<file path="config.mk">
export PLATFORM = sky130hd
export DESIGN_NAME = vram_blitter
export DESIGN_NICKNAME = d
export VERILOG_FILES = /design/src/rtl/vram_blitter_pkg.sv /design/src/rtl/vram_blitter_rect_clip.sv /design/src/rtl/vram_blitter.sv
export SDC_FILE = /design/constraint.sdc
export NUM_CORES = 1
export LEC_CHECK = 0
export BUFFER_PORTS_ARGS = -buffer_cell sky130_fd_sc_hd__buf_4
export CORE_MARGIN = 1.5
export CORE_UTILIZATION = 35
export CTS_CLUSTER_DIAMETER = 150
export CTS_CLUSTER_SIZE = 10
export DETAILED_ROUTE_END_ITERATION = 10
export PLACE_DENSITY = 0.54
export RECOVER_POWER = 100
export SETUP_SLACK_MARGIN = 0.3
export SYNTH_ARGS = -nofsm -noshare
export SYNTH_HDL_FRONTEND = slang
export SYNTH_SLANG_ARGS = --single-unit
export TNS_END_PERCENT = 20
</file>
<file path="constraint.sdc">
create_clock -name a_clk -period 9.8 [get_ports a_clk]
set_input_delay 1.47 -clock a_clk [delete_from_list [all_inputs] [get_ports a_clk]]
set_output_delay 1.47 -clock a_clk [all_outputs]
set_load 0.02 [all_outputs]
</file>
<file path="src/rtl/vram_blitter_pkg.sv">
// Shared frame-buffer geometry and blitter sequencing states.
// Imported by the blitter, its clip helper, and the display path.
package vram_blitter_pkg;

  localparam int unsigned FB_COLS   = 80;
  localparam int unsigned FB_ROWS   = 60;
  localparam int unsigned FB_ADDR_W = 13;
  localparam int unsigned FB_DATA_W = 8;

  typedef enum logic [1:0] {
    IDLE,
    CLIP,
    WRITE,
    FIN
  } blit_state_e;

endpackage

</file>
<file path="src/rtl/vram_blitter_rect_clip.sv">
// Combinational clip of a fill rectangle against the character grid.
// Produces the exclusive right/bottom bounds and an empty flag.
module vram_blitter_rect_clip
  import vram_blitter_pkg::*;
#(
  parameter int unsigned COLS = FB_COLS,
  parameter int unsigned ROWS = FB_ROWS
) (
  input  logic [6:0] x0,
  input  logic [5:0] y0,
  input  logic [6:0] w,
  input  logic [5:0] h,
  output logic [6:0] x1,
  output logic [5:0] y1,
  output logic       empty
);

  logic [7:0] x_sum;
  logic [6:0] y_sum;

  // Widened sums so large origins plus large extents cannot wrap back on-screen.
  always_comb begin
    x_sum = {1'b0, x0} + {1'b0, w};
    y_sum = {1'b0, y0} + {1'b0, h};
    x1    = (x_sum > 8'(COLS)) ? 7'(COLS) : x_sum[6:0];
    y1    = (y_sum > 7'(ROWS)) ? 6'(ROWS) : y_sum[5:0];
    empty = (x0 >= 7'(COLS)) || (y0 >= 6'(ROWS)) || (w == 7'd0) || (h == 6'd0);
  end

endmodule

</file>
<file path="src/rtl/vram_blitter.sv">
// Rectangle-fill engine writing cell bytes into the back frame buffer,
// optionally followed by a one-cycle buffer swap request.
module vram_blitter
  import vram_blitter_pkg::*;
#(
  parameter int unsigned COLS   = FB_COLS,
  parameter int unsigned ROWS   = FB_ROWS,
  parameter int unsigned ADDR_W = FB_ADDR_W,
  parameter int unsigned DATA_W = FB_DATA_W
) (
  input  logic              a_clk,
  input  logic              rst,
  input  logic              cmd_valid,
  output logic              cmd_ready,
  input  logic [6:0]        cmd_x0,
  input  logic [5:0]        cmd_y0,
  input  logic [6:0]        cmd_w,
  input  logic [5:0]        cmd_h,
  input  logic [DATA_W-1:0] cmd_data,
  input  logic              cmd_commit,
  output logic              a_wr,
  output logic [ADDR_W-1:0] a_addr,
  output logic [DATA_W-1:0] a_din,
  output logic              commit,
  output logic              busy,
  output logic              done
);

  localparam logic [ADDR_W-1:0] ColsA = ADDR_W'(COLS);

  blit_state_e       state_q, state_d;
  logic [6:0]        x0_q, x0_d, w_q, w_d, x_q, x_d;
  logic [5:0]        y0_q, y0_d, h_q, h_d, y_q, y_d;
  logic [DATA_W-1:0] data_q, data_d;
  logic              cmt_q, cmt_d;
  logic [ADDR_W-1:0] rowbase_q, rowbase_d;
  logic              a_wr_q, a_wr_d;
  logic [ADDR_W-1:0] a_addr_q, a_addr_d;
  logic [DATA_W-1:0] a_din_q, a_din_d;
  logic              commit_q, commit_d;
  logic              done_q, done_d;

  logic [6:0]        clip_x1;
  logic [5:0]        clip_y1;
  logic              clip_empty;
  logic [ADDR_W-1:0] row_init;

  // Captured fields are stable after acceptance, so the clip result is too.
  vram_blitter_rect_clip #(
    .COLS (COLS),
    .ROWS (ROWS)
  ) u_clip (
    .x0    (x0_q),
    .y0    (y0_q),
    .w     (w_q),
    .h     (h_q),
    .x1    (clip_x1),
    .y1    (clip_y1),
    .empty (clip_empty)
  );

  always_comb begin
    state_d   = state_q;
    x0_d      = x0_q;
    y0_d      = y0_q;
    w_d       = w_q;
    h_d       = h_q;
    data_d    = data_q;
    cmt_d     = cmt_q;
    x_d       = x_q;
    y_d       = y_q;
    rowbase_d = rowbase_q;
    a_wr_d    = 1'b0;
    a_addr_d  = a_addr_q;
    a_din_d   = a_din_q;
    commit_d  = 1'b0;
    done_d    = 1'b0;
    row_init  = ADDR_W'(y0_q) * ColsA;

    unique case (state_q)
      IDLE: begin
        if (cmd_valid) begin
          x0_d    = cmd_x0;
          y0_d    = cmd_y0;
          w_d     = cmd_w;
          h_d     = cmd_h;
          data_d  = cmd_data;
          cmt_d   = cmd_commit;
          state_d = CLIP;
        end
      end
      CLIP: begin
        if (clip_empty) begin
          state_d  = FIN;
          done_d   = 1'b1;
          commit_d = cmt_q;
        end else begin
          state_d   = WRITE;
          x_d       = x0_q;
          y_d       = y0_q;
          rowbase_d = row_init;
          a_wr_d    = 1'b1;
          a_addr_d  = row_init + ADDR_W'(x0_q);
          a_din_d   = data_q;
        end
      end
      WRITE: begin
        // x_q/y_q track the cell currently on the write port.
        if (x_q == clip_x1 - 7'd1) begin
          if (y_q == clip_y1 - 6'd1) begin
            state_d  = FIN;
            done_d   = 1'b1;
            commit_d = cmt_q;
          end else begin
            x_d       = x0_q;
            y_d       = y_q + 6'd1;
            rowbase_d = rowbase_q + ColsA;
            a_wr_d    = 1'b1;
            a_addr_d  = rowbase_q + ColsA + ADDR_W'(x0_q);
            a_din_d   = data_q;
          end
        end else begin
          x_d      = x_q + 7'd1;
          a_wr_d   = 1'b1;
          a_addr_d = rowbase_q + ADDR_W'(x_q) + ADDR_W'(1);
          a_din_d  = data_q;
        end
      end
      FIN: begin
        state_d = IDLE;
      end
      default: begin
        state_d = IDLE;
      end
    endcase
  end

  always_ff @(posedge a_clk) begin
    if (rst) begin
      state_q   <= IDLE;
      x0_q      <= '0;
      y0_q      <= '0;
      w_q       <= '0;
      h_q       <= '0;
      data_q    <= '0;
      cmt_q     <= 1'b0;
      x_q       <= '0;
      y_q       <= '0;
      rowbase_q <= '0;
      a_wr_q    <= 1'b0;
      a_addr_q  <= '0;
      a_din_q   <= '0;
      commit_q  <= 1'b0;
      done_q    <= 1'b0;
    end else begin
      state_q   <= state_d;
      x0_q      <= x0_d;
      y0_q      <= y0_d;
      w_q       <= w_d;
      h_q       <= h_d;
      data_q    <= data_d;
      cmt_q     <= cmt_d;
      x_q       <= x_d;
      y_q       <= y_d;
      rowbase_q <= rowbase_d;
      a_wr_q    <= a_wr_d;
      a_addr_q  <= a_addr_d;
      a_din_q   <= a_din_d;
      commit_q  <= commit_d;
      done_q    <= done_d;
    end
  end

  assign cmd_ready = (state_q == IDLE);
  assign busy      = (state_q != IDLE);
  assign a_wr      = a_wr_q;
  assign a_addr    = a_addr_q;
  assign a_din     = a_din_q;
  assign commit    = commit_q;
  assign done      = done_q;

endmodule

</file>
# Word-level counts from Yosys, hierarchy flattened
# Cells that the tools add are included.
# word_totals
output_inout_bits	26
reg_bits	87
wordCells	93
inputBits	38
# classes
n_mul	1
muxes	39
eq_ne	11
reduce_logical	12
magnitude_cmp	4
add_sub_neg	11
# ops
cell	n
2-to-1 mux 13 bit	6
one-hot mux 13 bit (2 select lines)	2
adder 13 x 7 -> 13 bit	3
2-to-1 mux 7 bit	4
2-to-1 mux 6 bit	4
2-to-1 mux 8 bit	3
one-hot mux 8 bit (2 select lines)	1
one-hot mux 7 bit (2 select lines)	1
adder 13 x 1 -> 13 bit (second input constant)	1
adder 13 x 7 -> 13 bit (second input constant)	1
one-hot mux 6 bit (2 select lines)	1
2-to-1 mux 1 bit	10
!= test 2 bit (second input constant)	5
multiplier 6 x 3 -> 9 bit (second input constant)	1
adder 7 x 7 -> 8 bit	1
> comparator 8 x 7 -> 1 bit (second input constant)	1
one-hot mux 2 bit (4 select lines)	1
adder 6 x 6 -> 7 bit	1
adder 7 x 1 -> 7 bit (second input constant)	1
equality test 7 bit	1
>= comparator 7 bit (second input constant)	1
> comparator 7 x 6 -> 1 bit (second input constant)	1
logical NOT 7 bit	1
subtractor 7 x 1 -> 7 bit (second input constant)	1
other kinds (16)	25

# Longest topological paths before layout
# Gate-level depths: netlist (run 1).
# depth
depth_word	8
depth_mapped	20
ltp_nobuf	18

# By module
# A second synthesis (run 1) with hierarchy kept.
# hier_totals
cells_unflattened	740
area_unflattened_um2	5699.2
# modules_own_cells
mod	area_per_inst_um2	instances	seq_area_each_um2	cells_each
vram_blitter	5022.3	1	1641.6	646
vram_blitter_rect_clip	676.9	1	0.0	94

# Worst setup path before layout (run 1)
# OpenSTA, ideal clock, no wires.
# synth_timing
path_type	reg2reg
start	register w_q[0]
end	register a_addr_q[8], in the netlist a_addr[8]
path_slack_ns	5.371
t_arrival_ns	4.300
stages_incl_launch_ff	20
cell_sequence	dfxtp_1 -> ha_1 -> fa_1 -> a211o_1 -> a2111oi_4 -> or3_4 -> o21ai_2 -> and3_1 -> inv_1 -> ha_1 -> inv_1 -> nor4_1 -> mux2i_1 -> nand2b_1 -> o2111ai_1 -> nor3_2 -> buf_4 -> a21oi_1 -> a2111oi_0 -> nor2_1
# synth_via
elab_chain_len	7
elab_cells_between_ends	13
cone_classes	add/sub: 2; order compare: 1; eq/ne: 3; mux: 3; reduce/logical: 4
# synth_lines
item	line	source
start, declared	vram_blitter.sv:32	logic [6:0] x0_q, x0_d, w_q, w_d, x_q, x_d;
start signal, assigned	vram_blitter.sv:159	w_q <= w_d;
adder 7 x 7 -> 8 bit	vram_blitter_rect_clip.sv:23	x_sum = {1'b0, x0} + {1'b0, w};
> comparator 8 x 7 -> 1 bit	vram_blitter_rect_clip.sv:25	x1 = (x_sum > 8'(COLS)) ? 7'(COLS) : x_sum[6:0];
2-to-1 mux 7 bit	vram_blitter_rect_clip.sv:25	
subtractor 7 x 1 -> 7 bit	vram_blitter.sv:109	if (x_q == clip_x1 - 7'd1) begin
equality test 7 bit	vram_blitter.sv:109	
!= test 3 bit (no line) or 2-to-1 mux 13 bit (tied branches)	-	
AND reduction 3 bit (no line) or one-hot mux 13 bit (2 select lines) (tied branches)	-	
end signal, assigned	vram_blitter.sv:167	a_addr_q <= a_addr_d;
end, declared	vram_blitter.sv:38	logic [ADDR_W-1:0] a_addr_q, a_addr_d;
# Parallel ways exist; a longest one is shown, timed or not.
# A chain may end at the register's enable or synchronous reset.

# Worst setup path in the final report (run 1)
# layout_timing
start	register w_q[0]
end	register a_addr_q[10], in the netlist a_addr[10]
# The elaborated chain is that of the path after synthesis.

==> flow_metrics.env, run 1 <==
export IMPL_gp_congestion=0.866
export IMPL_violations="capacitance limit, slew limit"
export IMPL_peakVddDrop_mv=0.123
export IMPL_seq_power_share_pct=28.1
export IMPL_swShare_pct=46.8
export IMPL_initial_core_util_pct=36.1
export IMPL_grt_start_max_net_pins=74
export IMPL_critical_path_class="register to register"
export IMPL_wl_microns=16500
export IMPL_cts_resized=0
export IMPL_pin_count=64
export IMPL_synth_nets=838
export IMPL_final_hold_viol_count=0
export IMPL_hold_path_class="register to register"
export IMPL_synth_top_area_cell="dfxtp_1"
export IMPL_grt_antenna_before_repair=0
export IMPL_synth_cell_type_count=69
export IMPL_fin_crit_sh_pct=71.3
export IMPL_layout_commonest_cell="nand2_1"
export IMPL_num_rows=46
export IMPL_fp_dieH_microns=131
export IMPL_layout_drive_gt1_share_pct=9.10
export IMPL_ys_seq_elements=82
export IMPL_status="finished, violations left"
export IMPL_combPwrFrac_pct=51.2
export IMPL_synth_edf_count=0
export IMPL_synth_top_area_share_pct=28.6
export IMPL_post_cts_buffers=0
export IMPL_syn_inst=756
export IMPL_cts_tree="done"
export IMPL_cts_root_buf="clkbuf_16"
export IMPL_rsz0062_at_grt="no"
export IMPL_ys_dominant_reg_cell="dfxtp_1"
export IMPL_dr_pass1_iters=4
export IMPL_wire_per_inst_microns=16.2
export IMPL_p_int_mw=0.930
export IMPL_cp_required_ns=10.04
export IMPL_synth_area_leaders="dfxtp_1 (29%), ha_1 (8.7%), nand2_1 (8.6%), a21oi_1 (8.4%), nor2_1 (3.6%)"
export IMPL_post_route_min_period_ns=6.99
export IMPL_cp_cell_sequence="ha_1 -> fa_1 -> a211o_1 -> a2111oi_0 -> or3_1 -> o21ai_0 -> and3_1 -> inv_1 -> ha_1 -> inv_1 -> nor4_1 -> mux2i_1 -> nand2b_1 -> o2111ai_1 -> or3_1 -> buf_4 -> a31oi_1 -> nor4_1 -> a31o_2"
export IMPL_finalSetupViolCount=0
export IMPL_critPathLaunchType="register"
export IMPL_clk_path_buf_depth=2
export IMPL_viasPerCell=5.48
export IMPL_p_leak_nw=2.61
export IMPL_nNetsFinal=879
export IMPL_maxSlewViolCount=60
export IMPL_maxCapViolCount=2
export IMPL_crit_path_end_kind="register"
export IMPL_fillCellCount=1704
export IMPL_dieArea_sq_mm=0.0172
export IMPL_drc=0
export IMPL_grt_pass1_wl_microns=27200
export IMPL_yosysWarnings=0
export IMPL_die_w_microns=131
export IMPL_powerDensity_mw_per_mm2=268
export IMPL_areaGrowthSynthToFinish_pct=13.3
export IMPL_clk_latency_ns=0.36
export IMPL_tightestPinTransition_ns=2.31
export IMPL_layout_common_cells="nand2_1 (132), a21oi_1 (96), dfxtp_1 (82)"
export IMPL_io_buffer_count=63
export IMPL_synthArstFlopShare_pct=0
export IMPL_cts_made_buffers=9
export IMPL_diodes=0
export IMPL_overflow=0
export IMPL_drtAntennaViolNets=0
export IMPL_cts_hold_buf=0
export IMPL_clock_fmax_mhz=143
export IMPL_clkPwrFrac_pct=20.7
export IMPL_ys_seq_area_share_pct=28.6
export IMPL_skew_ns=0.00929
export IMPL_grt_pass1_vias=5368
export IMPL_post_route_util_pct=40.9
export IMPL_hold_ws_ns=0.453
export IMPL_coreArea_sq_mm=0.0159
export IMPL_switching_power_mw=0.818
export IMPL_cp_slowest_cell="a31oi_1"
export IMPL_critical_path_max_stage_delay_ns=1.77
export IMPL_hpwl_microns=11800
export IMPL_grt_usage_pct=19.5
export IMPL_worst_ep_arrival_time_ns=7.23
export IMPL_crit_fanout=23
export IMPL_drt_iter0_drc=291
export IMPL_num_vias=5578
export IMPL_clk_pin_slew_ns=0.07
export IMPL_slew_headroom_pct=-54.4
export IMPL_synth_area_sq_mm=0.00575
export IMPL_place_area_sq_mm=0.00636
export IMPL_setup_tns_ns=0
export IMPL_postLayoutCellArea_sq_mm=0.00652
export IMPL_htree_levels=3
export IMPL_avgSynthCellArea_sq_um=7.60
export IMPL_cts_sinks=82
## metrics by stage
stage                     worst slack [ns]  cells  power [mW]
after CTS                             4.42   1018        1.79
after floorplan                       5.37    756        1.18
after detailed placement              4.46   1002        1.42
after global placement                4.58   1002        1.40
final                                 2.81   1018        1.75
after global routing                  2.29   1018        1.89
## sequential cells by signal (all words and copies together) (netlist names)
| signal | count |
|---|---|
| a_addr | 13 |
| a_din | 8 |
| a_wr | 1 |
| cmt_q | 1 |
| commit | 1 |
| data_q | 8 |
| done | 1 |
| h_q | 6 |
| rowbase_q | 9 |
| state_q | 2 |
| w_q | 7 |
| x0_q | 7 |
| x_q | 6 |
| y0_q | 6 |
| y_q | 6 |
## worst max-delay path: cells and delay by family (launching register included)
kind | cells | cell delay [ns]
flip-flops | 1 | 0.32
multiplexers | 1 | 0.28
buffers and inverters | 3 | 0.41
adder cells (fa/ha/maj) | 3 | 0.88
AO/OA/AOI/OAI | 6 | 3.29
AND/OR/NAND/NOR | 6 | 1.67
## final timing paths
kind	from	endpoint	slack, ns	cells after the start
min	a_din[6]$_SDFFE_PP0P_	a_din[6]$_SDFFE_PP0P_	0.45	2
max reg2reg	w_q[0]$_SDFFE_PP0P_	a_addr[10]$_SDFFE_PP0P_	2.81	19
min reg2reg	a_din[6]$_SDFFE_PP0P_	a_din[6]$_SDFFE_PP0P_	0.45	2
max	w_q[0]$_SDFFE_PP0P_	a_addr[10]$_SDFFE_PP0P_	2.81	19
## power by group through the flow
stage	clock network [mW]	logic (mW)	registers, mW
after CTS	0.367	0.928	0.491
after global placement	0	0.906	0.496
final	0.361	0.896	0.491
after detailed placement	0	0.921	0.499
after global routing	0.383	1.01	0.503
after floorplan	0	0.695	0.482
## cells by family after synthesis
| kind of cell | share of synthesized area (%) |
|---|---|
| xor gates and xnor gates | 5.33 |
| muxes | 1.76 |
| DFF | 28.6 |
| adders and majority gates | 10.1 |
| and+or+nand+nor | 23.0 |
| AOI/OAI and AO/OA | 26.3 |
| buffers and inverters | 5.01 |
## per-layer routing
| layer | part of all wire, % | vias to the layer above | wire length [microns] | track usage, % |
|---|---|---|---|---|
| li1 | - | 2781 | - | - |
| met1 | 47 | 2653 | 7740 | 25.1 |
| met2 | 47 | 120 | 7750 | 32.9 |
| met3 | 3.6 | 24 | 599 | 3.40 |
| met4 | 2.6 | 0 | 425 | 6.55 |
| met5 | 0 | - | 0 | 0 |
## final cells by class
type | instances | area (sq um) | share of cell area, %
Tap cell | 216 | 270 | 4.15
Multi-Input combinational cell | 607 | 3780 | 58.1
Clock buffer | 9 | 225 | 3.46
Timing Repair Buffer | 69 | 409 | 6.28
Clock inverter | 7 | 81.3 | 1.25
Inverter | 28 | 105 | 1.61
Sequential cell | 82 | 1640 | 25.2
## Yosys cell counts, drive strengths merged (5+ instances only)
cell type / number
inv: 28
o21a: 5
xnor2: 20
a211oi: 16
nand2: 132
mux2i: 9
buf: 11
nand3b: 7
or3: 7
o32ai: 6
a21oi: 98
clkbuf: 28
nor2b: 6
a31oi: 10
nand2b: 6
ha: 40
nor3: 11
nor2: 55
dfxtp: 82
and3: 9
nand3: 22
xor2: 15
o211ai: 7
nand4: 6
nor4: 5
o21ai: 41
a21o: 14
Power figures use the tool's default switching activity.
==> run 2, diff against run 1 <==
Settings changed: ABC_AREA set to 1.
Clock period 9.8 ns to 7 ns, I/O delays scaled along.
==> flow_metrics.env, run 2 <==
export IMPL_maxSlewViolCount=42
export IMPL_critical_path_class="register to register"
export IMPL_cts_tree="done"
export IMPL_pin_count=64
export IMPL_htree_levels=3
export IMPL_synth_top_area_share_pct=27.8
export IMPL_slew_headroom_pct=-9.72
export IMPL_post_cts_buffers=0
export IMPL_fillCellCount=1820
export IMPL_clk_latency_ns=0.34
export IMPL_hpwl_microns=11400
export IMPL_final_hold_viol_count=0
export IMPL_cp_cell_sequence="ha_1 -> fa_1 -> inv_1 -> nand2_1 -> a21oi_1 -> nand3_1 -> nor2_1 -> nand2_1 -> nand3_1 -> nand3_1 -> ha_1 -> xnor2_1 -> a21oi_1 -> o21ai_0 -> nor2_1 -> nand3_2 -> nor2_1 -> nor2_1 -> nor2_1 -> nand2_1 -> a21oi_1"
export IMPL_drt_iter0_drc=296
export IMPL_synth_nets=966
export IMPL_cp_slowest_cell="nor2_1"
export IMPL_powerDensity_mw_per_mm2=439
export IMPL_cts_root_buf="clkbuf_16"
export IMPL_syn_inst=884
export IMPL_dieArea_sq_mm=0.0176
export IMPL_diodes=0
export IMPL_wl_microns=15200
export IMPL_swShare_pct=49.5
export IMPL_largest_reg_flops=13
export IMPL_yosys_top_cells_count="nor2_1 (158), nand2_1 (154), o21ai_0 (97)"
export IMPL_layout_drive_gt1_share_pct=11.2
export IMPL_critPathLaunchType="register"
export IMPL_multi_input_area_sq_mm=0.00369
export IMPL_ys_seq_area_share_pct=27.8
export IMPL_critPathTopFamily="simple AND/OR/NAND/NOR gates"
export IMPL_coreArea_sq_mm=0.0165
export IMPL_drtAntennaViolNets=0
export IMPL_crit_top_cell="nor2_1"
export IMPL_areaGrowthSynthToFinish_pct=13.2
export IMPL_finalSetupViolCount=0
export IMPL_cp_required_ns=7.28
export IMPL_fp_dieH_microns=133
export IMPL_violations="capacitance limit, slew limit"
export IMPL_nNetsFinal=1011
export IMPL_critical_path_max_stage_delay_ns=0.86
export IMPL_grt_pass1_vias=5302
export IMPL_num_vias=5557
export IMPL_cts_made_buffers=9
export IMPL_yosysMostFrequentCell="nor2_1"
export IMPL_synth_area_leaders="dfxtp_1 (28%), nor2_1 (10%), nand2_1 (9.8%), ha_1 (8.5%), o21ai_0 (8.2%)"
export IMPL_tightestPinTransition_ns=1.65
export IMPL_post_route_util_pct=40.4
export IMPL_rsz0062_at_grt="no"
export IMPL_grt_pass1_wl_microns=26000
export IMPL_crit_fanout=17
export IMPL_cts_sinks=82
export IMPL_p_int_mw=1.48
export IMPL_synth_top_area_cell="dfxtp_1"
export IMPL_clkPwrFrac_pct=17.1
export IMPL_dr_pass1_iters=5
export IMPL_clock_fmax_mhz=198
export IMPL_grt_start_max_net_pins=56
export IMPL_initial_core_util_pct=35.7
export IMPL_synth_edf_count=0
export IMPL_seq_area_sq_mm=0.00164
export IMPL_cts_hold_buf=0
export IMPL_wire_per_inst_microns=13.2
export IMPL_hold_path_class="register to register"
export IMPL_viasPerCell=4.82
export IMPL_yosysWarnings=0
export IMPL_drc=0
export IMPL_post_route_min_period_ns=5.06
export IMPL_ys_seq_elements=82
export IMPL_overflow=0
export IMPL_grt_antenna_before_repair=0
export IMPL_switching_power_mw=1.45
export IMPL_cts_resized=0
export IMPL_avgSynthCellArea_sq_um=6.67
export IMPL_grt_usage_pct=18.2
export IMPL_cp_num_buf_inv=1
export IMPL_crit_path_end_kind="register"
export IMPL_setup_tns_ns=0
export IMPL_skew_ns=0.00659
export IMPL_num_rows=47
export IMPL_seq_power_share_pct=25.1
export IMPL_power_mw=2.93
export IMPL_synth_area_sq_mm=0.00589
export IMPL_synthArstFlopShare_pct=0
export IMPL_gp_congestion=0.855
export IMPL_fin_crit_sh_pct=72.3
export IMPL_ys_dominant_reg_cell="dfxtp_1"
export IMPL_layout_commonest_cell="nor2_1"
export IMPL_clk_path_buf_depth=2
export IMPL_status="finished, violations left"
export IMPL_die_w_microns=133
export IMPL_worst_ep_arrival_time_ns=5.33
export IMPL_combPwrFrac_pct=57.8
export IMPL_clk_pin_slew_ns=0.07
export IMPL_peakVddDrop_mv=0.138
export IMPL_io_buffer_count=63
export IMPL_layout_common_cells="nor2_1 (161), nand2_1 (154), o21ai_0 (100)"
export IMPL_synth_cell_type_count=44
export IMPL_p_leak_nw=3.09
export IMPL_maxCapViolCount=1
==> run 2: cell types whose count changed in the layout (fill, tap and decap cells not counted), sizes merged, moves of 9 or more <==
cell / change
nand2: +35
nand3: +29
o21ai: +64
nand4: +10
xnor2: -11
a211oi: -16
inv: +67
a21o: -12
xor2: +11
a21oi: -48
nor2: +117
mux2i: -9
==> run 2: logic make-up (layout without fill, tap and decap cells) <==
group                    after synthesis  in the layout  synth area share, %
AO/OA/AOI/OAI                        163            163                 14.8
XOR/XNOR                              35             35                 5.20
adder cells (fa/ha/maj)               44             44                 9.85
buffers and inverters                128            178                 9.13
flip-flops                            82             82                 27.8
AND/OR/NAND/NOR                      432            432                 33.2
==> run 2: worst paths after layout <==
check	from	to	cells after the start	slack, ns
worst min register to register	cmt_q$_SDFFE_PP0P_	commit$_SDFF_PP0_	2	0.44
worst max-delay path	w_q[0]$_SDFFE_PP0P_	rowbase_q[12]$_SDFFE_PP0P_	21	1.94
worst max register to register	w_q[0]$_SDFFE_PP0P_	rowbase_q[12]$_SDFFE_PP0P_	21	1.94
worst min-delay path	cmt_q$_SDFFE_PP0P_	commit$_SDFF_PP0_	2	0.44
==> run 2: worst register-to-register path, cell delays in order (launching register included) <==
cell     delay [ns]
dfxtp_1        0.33
ha_1           0.24
fa_1           0.51
inv_1          0.08
nand2_1        0.04
a21oi_1        0.11
nand3_1        0.09
nor2_1         0.11
nand2_1        0.06
nand3_1        0.16
nand3_1        0.10
ha_1           0.30
xnor2_1        0.13
a21oi_1        0.11
o21ai_0        0.09
nor2_1         0.17
nand3_2        0.09
nor2_1         0.79
nor2_1         0.30
nor2_1         0.87
nand2_1        0.14
a21oi_1        0.18
==> run 2: metal layers <==
metal / track usage, % / vias up / part of all wire [%]
met5: 0 / - / 0
met4: 5.07 / 0 / 1.2
met3: 3.18 / 11 / 3.0
met2: 31.6 / 77 / 47
met1: 23.2 / 2515 / 49
li1: - / 2954 / -
==> run 2: power by group through the flow <==
stage               clock, mW  combinational [mW]  sequential [mW]
floorplan                   0                1.37            0.749
global placement            0                1.75            0.748
detailed placement          0                1.75            0.749
CTS                     0.517                1.76            0.738
global route            0.534                1.96            0.756
finish                  0.501                1.69            0.734
==> run 2: cell type report <==
| class | instances | share of cell area [%] |
|---|---|---|
| clock buffers | 10 | 3.58 |
| clock inverters | 6 | 1.07 |
| inverters | 96 | 5.40 |
| multi-input cells | 674 | 55.3 |
| flip-flops and latches | 82 | 24.6 |
| well taps | 220 | 4.13 |
| repair buffers | 66 | 5.91 |
==> run 2: per-stage QoR <==
step / worst slack (ns) / cell area (sq um) / hold slack, ns / std cells
final: 1.94 / 6670 / 0.440 / 1154
after global routing: 1.36 / 6670 / 0.485 / 1154
after CTS: 2.65 / 6800 / 0.440 / 1154
after detailed placement: 2.70 / 6490 / 0.429 / 1138
after global placement: 2.76 / 6490 / 0.430 / 1138
after floorplan: 3.74 / 5890 / 0.416 / 884
==> run 3, diff against run 2 <==
Settings changed: ABC_AREA 1 to 0, PLACE_DENSITY 0.54 to 0.56.
Clock period 7 ns to 4.15 ns, I/O delays scaled along.
==> flow_metrics.env, run 3 (synthesis results as in run 1) <==
export IMPL_hpwl_microns=12700
export IMPL_num_rows=46
export IMPL_cts_sinks=82
export IMPL_clk_latency_ns=0.35
export IMPL_finalSetupViolCount=26
export IMPL_post_place_ws_ns=-0.239
export IMPL_finalNonFillerCells=1085
export IMPL_die_w_microns=131
export IMPL_p_leak_nw=3.00
export IMPL_viasPerCell=5.35
export IMPL_wire_per_inst_microns=16.0
export IMPL_post_route_util_pct=46.4
export IMPL_crit_path_end_kind="register"
export IMPL_setup_tns_ns=-0.890
export IMPL_nNetsFinal=946
export IMPL_num_vias=5809
export IMPL_grt_antenna_before_repair=0
export IMPL_hold_ws_ns=0.456
export IMPL_initial_core_util_pct=36.1
export IMPL_hold_path_class="register to register"
export IMPL_gp_congestion=0.865
export IMPL_diodes=0
export IMPL_tightestPinTransition_ns=1.03
export IMPL_rr_startpoint="w_q[0]$_SDFFE_PP0P_"
export IMPL_largest_reg_flops=13
export IMPL_fin_crit_sh_pct=102
export IMPL_dr_pass1_iters=5
export IMPL_drc=0
export IMPL_layout_common_cells="nand2_1 (131), buf_4 (99), a21oi_1 (86)"
export IMPL_min_from="a_addr[5]$_SDFFE_PP0P_"
export IMPL_final_hold_viol_count=0
export IMPL_io_buffer_count=63
export IMPL_pin_count=64
export IMPL_grtUsageMet1_pct=25.9
export IMPL_grt_usage_pct=19.9
export IMPL_use_met3_pct=3.82
export IMPL_place_area_sq_mm=0.00683
export IMPL_status="finished, violations left"
export IMPL_dpl_cell_count=1054
export IMPL_cts_tree="done"
export IMPL_peakVddDrop_mv=0.259
export IMPL_slew_headroom_pct=31.6
export IMPL_worst_ep_arrival_time_ns=4.51
export IMPL_powerDensity_mw_per_mm2=666
export IMPL_top_usage_layer="met2"
export IMPL_overflow=0
export IMPL_drt_iter0_drc=376
export IMPL_post_route_min_period_ns=4.24
export IMPL_cp_required_ns=4.42
export IMPL_rr_worst_depth=19
export IMPL_areaGrowthSynthToFinish_pct=28.7
export IMPL_dieArea_sq_mm=0.0172
export IMPL_violations="setup timing"
export IMPL_grt_start_max_net_pins=73
export IMPL_power_mw=4.92
export IMPL_rsz0062_at_grt="yes"
export IMPL_layout_drive_gt1_share_pct=21.6
export IMPL_critical_path_class="register to register"
export IMPL_clk_pin_slew_ns=0.06
export IMPL_grt_pass1_vias=5597
export IMPL_maxSlewViolCount=0
export IMPL_clk_path_buf_depth=2
export IMPL_cts_made_buffers=9
export IMPL_whs_path_depth=2
export IMPL_fillCellCount=1580
export IMPL_regToRegEndpoint="a_addr[6]$_SDFFE_PP0P_"
export IMPL_postLayoutCellArea_sq_mm=0.00740
export IMPL_fp_dieH_microns=131
export IMPL_cts_root_buf="clkbuf_16"
export IMPL_htree_levels=3
export IMPL_coreArea_sq_mm=0.0159
export IMPL_hold_path_endpoint="a_addr[5]$_SDFFE_PP0P_"
export IMPL_wl_microns=17400
export IMPL_skew_ns=0.00866
export IMPL_grt_pass1_wl_microns=28000
export IMPL_maxCapViolCount=0
export IMPL_critPathLaunchType="register"
export IMPL_reg2reg_setup_slack_ns=-0.09
export IMPL_layout_commonest_cell="nand2_1"
export IMPL_setup_ws_ns=-0.0905
export IMPL_drtAntennaViolNets=0
export IMPL_clock_fmax_mhz=236
export IMPL_crit_fanout=6
export IMPL_grtUsageMet2_pct=32.4
-- run 3: cell type report --
class,count,area (sq um),area share (%)
Clock buffer,9,225,3.04
Clock inverter,7,101,1.37
Sequential cell,82,1650,22.2
Tap cell,216,270,3.65
Timing Repair Buffer,136,988,13.4
Multi-Input combinational cell,607,4060,54.9
Inverter,28,105,1.42
-- run 3: power by group --
group,internal [mW],total (mW),switching (mW)
Sequential,0.954,1.14,0.182
Combinational,1.26,2.90,1.64
Clock,0.533,0.892,0.360
-- run 3: repair_timing --
item,4_1_cts,5_1_grt
pin swaps,6,17
gates resized for setup,20,37
gates cloned,0,2
hold buffers,0,0
setup buffers,7,6
endpoints found under the setup margin,47,47
-- run 3: worst max-delay path by stage --
stage,endpoint,startpoint,cells after the start
after floorplan,x_q[5]$_SDFFE_PP0P_,w_q[0]$_SDFFE_PP0P_,18
after global placement,a_addr[7]$_SDFFE_PP0P_,w_q[0]$_SDFFE_PP0P_,20
after detailed placement,a_addr[7]$_SDFFE_PP0P_,w_q[0]$_SDFFE_PP0P_,20
after CTS,a_addr[1]$_SDFFE_PP0P_,w_q[0]$_SDFFE_PP0P_,19
after global routing,a_addr[8]$_SDFFE_PP0P_,w_q[0]$_SDFFE_PP0P_,19
final,a_addr[6]$_SDFFE_PP0P_,w_q[0]$_SDFFE_PP0P_,19
-- run 3: metal layers --
metal  wire (microns)  up-vias  part of all wire, %
met1             8080     2696                   47
met5                0        -                    0
met2             7960      166                   46
li1                 -     2919                    -
met4              439        0                  2.5
met3              880       28                  5.1
-- run 3: critical path, stage by stage (launching register included) --
cell       delay [ns]
dfxtp_2          0.34
ha_4             0.16
fa_2             0.35
a211o_4          0.35
and3_4           0.16
or3_4            0.40
o21ai_4          0.09
and3_4           0.21
inv_2            0.04
ha_4             0.27
xor2_4           0.16
nand3b_1         0.11
mux2i_1          0.20
o2111ai_2        0.15
or3_4            0.39
a31oi_4          0.31
clkbuf_16        0.21
buf_4            0.11
a211oi_2         0.03
nor3_1           0.13
